### config.mk
export PLATFORM = sky130hd
export DESIGN_NAME = pipelined_addsub_unit
export DESIGN_NICKNAME = d
export VERILOG_FILES = /design/src/rtl/pipelined_addsub_unit.sv
export SDC_FILE = /design/constraint.sdc
export NUM_CORES = 1
export LEC_CHECK = 0
export BUFFER_PORTS_ARGS = -buffer_cell sky130_fd_sc_hd__buf_2
export CELL_PAD_IN_SITES_DETAIL_PLACEMENT = 1
export CELL_PAD_IN_SITES_GLOBAL_PLACEMENT = 1
export CORE_ASPECT_RATIO = 1.2
export CORE_MARGIN = 5
export CORE_UTILIZATION = 46
export CTS_BUF_LIST = sky130_fd_sc_hd__clkbuf_2
export CTS_CLUSTER_SIZE = 14
export DETAILED_ROUTE_END_ITERATION = 7
export PLACE_DENSITY = 0.84
export SYNTH_ARGS = -nofsm -noshare
export SYNTH_HDL_FRONTEND = slang
export SYNTH_SLANG_ARGS = --single-unit
### constraint.sdc
create_clock -name clk -period 4.87 [get_ports clk]
set_input_delay 0.974 -clock clk [delete_from_list [all_inputs] [get_ports clk]]
set_output_delay 0.974 -clock clk [all_outputs]
set_load 0.01 [all_outputs]
### src/rtl/pipelined_addsub_unit.sv
// Digit-serial two's-complement adder/subtractor with valid/ready handshakes.
// Define ADDSUB_SAT_EN to saturate the result on signed overflow instead of wrapping.
module pipelined_addsub_unit #(
  parameter int WIDTH = 8,
  parameter int DIGIT = 4
) (
  input  logic             clk,
  input  logic             rst,
  input  logic             in_valid,
  output logic             in_ready,
  input  logic [WIDTH-1:0] a,
  input  logic [WIDTH-1:0] b,
  input  logic             sub,
  output logic             out_valid,
  input  logic             out_ready,
  output logic [WIDTH-1:0] r,
  output logic             c_out,
  output logic             ovf
);

  localparam int K     = WIDTH / DIGIT;
  localparam int CNT_W = (K > 1) ? $clog2(K) : 1;

  typedef enum logic [1:0] {
    IDLE = 2'd0,
    RUN  = 2'd1,
    DONE = 2'd2
  } state_t;

  state_t           state_r;
  logic [WIDTH-1:0] a_r;
  logic [WIDTH-1:0] b_r;
  logic [WIDTH-1:0] r_r;
  logic [CNT_W-1:0] count_r;
  logic             carry_r;
  logic             c_out_r;
  logic             ovf_r;
  logic             out_valid_r;
  logic             in_ready_r;

  logic [DIGIT-1:0] a_dig_s;
  logic [DIGIT-1:0] b_dig_s;
  logic [DIGIT:0]   sum_s;
  logic             c_msb_in_s;
  logic             ovf_s;
  logic             last_s;
  logic [WIDTH-1:0] r_dig_s;
  logic [WIDTH-1:0] r_next_s;

  // Current digit slice, its sum, and the flags produced when it is the top digit.
  always_comb begin
    a_dig_s    = DIGIT'(a_r >> (DIGIT * int'(count_r)));
    b_dig_s    = DIGIT'(b_r >> (DIGIT * int'(count_r)));
    sum_s      = {1'b0, a_dig_s} + {1'b0, b_dig_s} + {{DIGIT{1'b0}}, carry_r};
    // Carry into a bit equals sum ^ a ^ b at that bit; works for DIGIT == 1 too.
    c_msb_in_s = sum_s[DIGIT-1] ^ a_dig_s[DIGIT-1] ^ b_dig_s[DIGIT-1];
    ovf_s      = c_msb_in_s ^ sum_s[DIGIT];
    last_s     = (count_r == CNT_W'(K - 1));
    // Unwritten digits are zero, so OR-ing the new digit in place is sufficient.
    r_dig_s    = r_r | (WIDTH'(sum_s[DIGIT-1:0]) << (DIGIT * int'(count_r)));
`ifdef ADDSUB_SAT_EN
    r_next_s   = (last_s && ovf_s)
               ? (a_r[WIDTH-1] ? {1'b1, {(WIDTH-1){1'b0}}} : {1'b0, {(WIDTH-1){1'b1}}})
               : r_dig_s;
`else
    r_next_s   = r_dig_s;
`endif
  end

  // Control FSM with registered handshake and result outputs.
  always_ff @(posedge clk or posedge rst) begin
    if (rst) begin
      state_r     <= IDLE;
      a_r         <= {WIDTH{1'b0}};
      b_r         <= {WIDTH{1'b0}};
      r_r         <= {WIDTH{1'b0}};
      count_r     <= {CNT_W{1'b0}};
      carry_r     <= 1'b0;
      c_out_r     <= 1'b0;
      ovf_r       <= 1'b0;
      out_valid_r <= 1'b0;
      in_ready_r  <= 1'b1;
    end else begin
      case (state_r)
        IDLE: begin
          if (in_valid && in_ready_r) begin
            a_r        <= a;
            b_r        <= b ^ {WIDTH{sub}};
            carry_r    <= sub;
            count_r    <= {CNT_W{1'b0}};
            r_r        <= {WIDTH{1'b0}};
            c_out_r    <= 1'b0;
            ovf_r      <= 1'b0;
            in_ready_r <= 1'b0;
            state_r    <= RUN;
          end
        end
        RUN: begin
          r_r     <= r_next_s;
          carry_r <= sum_s[DIGIT];
          count_r <= count_r + CNT_W'(1);
          if (last_s) begin
            c_out_r     <= sum_s[DIGIT];
            ovf_r       <= ovf_s;
            out_valid_r <= 1'b1;
            state_r     <= DONE;
          end
        end
        DONE: begin
          if (out_ready) begin
            out_valid_r <= 1'b0;
            in_ready_r  <= 1'b1;
            state_r     <= IDLE;
          end
        end
        default: begin
          out_valid_r <= 1'b0;
          in_ready_r  <= 1'b1;
          state_r     <= IDLE;
        end
      endcase
    end
  end

  assign in_ready  = in_ready_r;
  assign out_valid = out_valid_r;
  assign r         = r_r;
  assign c_out     = c_out_r;
  assign ovf       = ovf_r;

endmodule

==> summary.txt <==
Post-Synthesis Cells = 151
global-route wire length before repair = 6130 um
grt ovf = 0
number of synthesized flops with an enable pin = 0
WP data arrival = 2980 ps
PwrDens = 608 mW/mm^2
DRT Pass-1 Iters = 4
vias in the first global route = 1376
Seq pwr share = 0.422
Clk pwr share = 0.120
critical path's top delay family = adder cells
full die area = 0.00462 mm^2
detailed-route wire length = 3530 um
crit path from = count_r$_DFFE_PP0P_
status = completed
Area contributors post-synth = dfrtp_1, nand2_1, mux2_2, o21ai_0, xnor2_1
Sink Count = 32
die width = 62.9 um
slew margin rel. = 0.165
cts bufs inserted = 5
slowest cell on the critical path = dfrtp_1
fmax = 372 MHz
RSZ-0062 raised after global routing = false
final antenna-violating net count = 0
mapped cell area = 0.00155 mm^2
Net Sw Frac = 0.389
H-tree lvl count = 2
CP Class = flip-flop to flip-flop
Internal Power = 0.655 mW
top cell type by total area after synthesis = dfrtp_1
Yosys reg bits = 32
antenna violations before repair = 0
type of origin of the critical path = flip-flop
Rows = 23
DR DRC count = 0
CTS tree = yes
I/O pin count = 33
drt wl/cell = 15.9 um
commonest non-fill, non-tap cell in the layout = nand2_1
Post CTS Setup Buffer Count = 0
Switch Pwr = 0.417 mW
most used cell, CP = fa_1
clock skew = 17.4 ps
worst setup margin = 2180 ps
CTS root buffer = clkbuf_2
Initial Utilization = 0.471
Main synth FF type = dfrtp_1
buffer depth of the longest clock path = 2
Syn Nets = 177
yosys warns = 0
diodes inserted = 0
hold buffers post-CTS = 0
via count = 1187
min Tclk post-route = 2690 ps
commonest cells after routing, fill and taps aside = nand2_1, buf_2, dfrtp_1, o21ai_0
worst r2r src = count_r$_DFFE_PP0P_
Crit. End Element = flip-flop
worst path required time = 5170 ps
PortBufs = 32
FFs w/ async S/R, synth = 1.00
post-detail-place hpwl = 2690 um
worst hold-check path type = flip-flop to flip-flop
CP Max Fanout = 14
largest net degree at the start of global routing = 36
Reg clk slew, reported paths = 160 ps
multi-input logic area = 708 um^2
sequential area share after synthesis = 0.519
Worst Tran Pin Value = 1250 ps
WP buf/inv = 0
final setup violating endpoints = 0
max_cap viols = 0
vias per cell = 5.35
Die H = 73.5 um
Yosys top cell area share = 0.502
Combinational Power Share = 0.459
initial drt markers = 41
Final Hold Viols = 0
Fill cells = 391
highest ir drop seen on vdd = 0.326 mV
share of cells above drive strength 1 = 0.276
CTS resizes = 0
Avg Cell Area, Syn = 10.2 um^2
leak pwr = 0.920 nW
setup TNS = 0 ps
CP cell instances = mux2_2 > fa_1 > fa_1 > nand3_1 > a21oi_1 > o211a_1 > o31ai_1
period utilisation layout = 0.551
Max Slew Vio Count = 0
NumNets Final = 210
Hold Crit Start = a_r[6]$_DFFE_PP0P_
max incr delay on CP = 690 ps
Final Wtd Congestion = 0.785
Synth-to-Final Area Change = 14.2%
clk_lat worst skew = 370 ps
Core ar. = 0.00328 mm^2
Synth cell types = 30
dpl ws = 2060 ps
Reg area = 802 um^2
overall routing resource usage = 0.167
[power by group through the flow]
stage	combinational (mW)	sequential, mW	clock, mW
2_1_floorplan	0.355	0.449	0
3_3_place_gp	0.467	0.450	0
3_5_place_dp	0.494	0.461	0
4_1_cts	0.498	0.454	0.132
5_1_grt	0.558	0.468	0.144
6_report	0.492	0.452	0.129
[per-stage QoR]
step / total power [mW] / utilization / instance area, um^2 / hold WS, ps / instances
finish: 1.07 / 0.538 / 1760 / 500 / 222
global route: 1.17 / 0.538 / 1760 / 532 / 222
CTS: 1.08 / 0.538 / 1760 / 502 / 222
detailed placement: 0.954 / 0.526 / 1720 / 466 / 214
global placement: 0.918 / 0.526 / 1720 / 457 / 214
floorplan: 0.804 / - / 1550 / 440 / 151
[area by class of cell]
cell class,count,share of cell area
Clock inverter,1,0.00284
Inverter,2,0.00426
Sequential cell,32,0.455
Tap cell,37,0.0262
Clock buffer,7,0.0199
Multi-Input combinational cell,111,0.401
Timing Repair Buffer,32,0.0908
[routing by layer]
| metal | routed length [um] | global-route usage | up-vias |
|---|---|---|---|
| met3 | 213 | 0.0520 | 8 |
| met4 | 52 | 0.0542 | 0 |
| li1 | - | - | 573 |
| met5 | 0 | 0 | - |
| met1 | 1410 | 0.177 | 575 |
| met2 | 1850 | 0.314 | 31 |
[Yosys cell counts (all sizes together), types with 2 or more instances]
cell type / n
a21oi: 5
a22o: 6
and2: 2
and3: 2
buf: 4
clkbuf: 2
dfrtp: 31
fa: 2
ha: 3
inv: 2
mux2: 8
nand2: 34
nand2b: 2
nand3: 5
nor2: 7
o21ai: 14
xnor2: 8
xor2: 2
[flip-flops by register name, summed over array words and instances (netlist names)]
register	cells
count_r	1
out_valid	1
in_ready	1
b_r	8
state_r	2
ovf	1
a_r	8
c_out	1
r	8
carry_r	1
[worst reg2reg max path, cell delays in order, from the launching register on]
cell and delay, ps:
dfrtp_1 690, mux2_2 420, fa_1 440, fa_1 420, nand3_1 140, a21oi_1 100
o211a_1 230, o31ai_1 180
[cell families after synthesis]
logic type               count (synthesis)  share of synthesized area
AO/OA/AOI/OAI                           31                      0.127
buffers and inverters                    8                     0.0227
AND/OR/NAND/NOR                         57                      0.166
XOR/XNOR                                10                     0.0567
flip-flops                              32                      0.519
adder cells (fa/ha/maj)                  5                     0.0502
multiplexers                             8                     0.0583
[path summary, 6_finish.rpt]
kind	end	slack [ps]	depth (start not counted)
max reg2reg	ovf$_DFFE_PP0P_	2180	7
max	ovf$_DFFE_PP0P_	2180	7
max in group asynchronous	b_r[0]$_DFFE_PP0P_	3250	2
min in group asynchronous	out_valid$_DFFE_PP0P_	890	2
min	a_r[6]$_DFFE_PP0P_	500	2
min reg2reg	a_r[6]$_DFFE_PP0P_	500	2
Power figures use the tool's default switching activity.
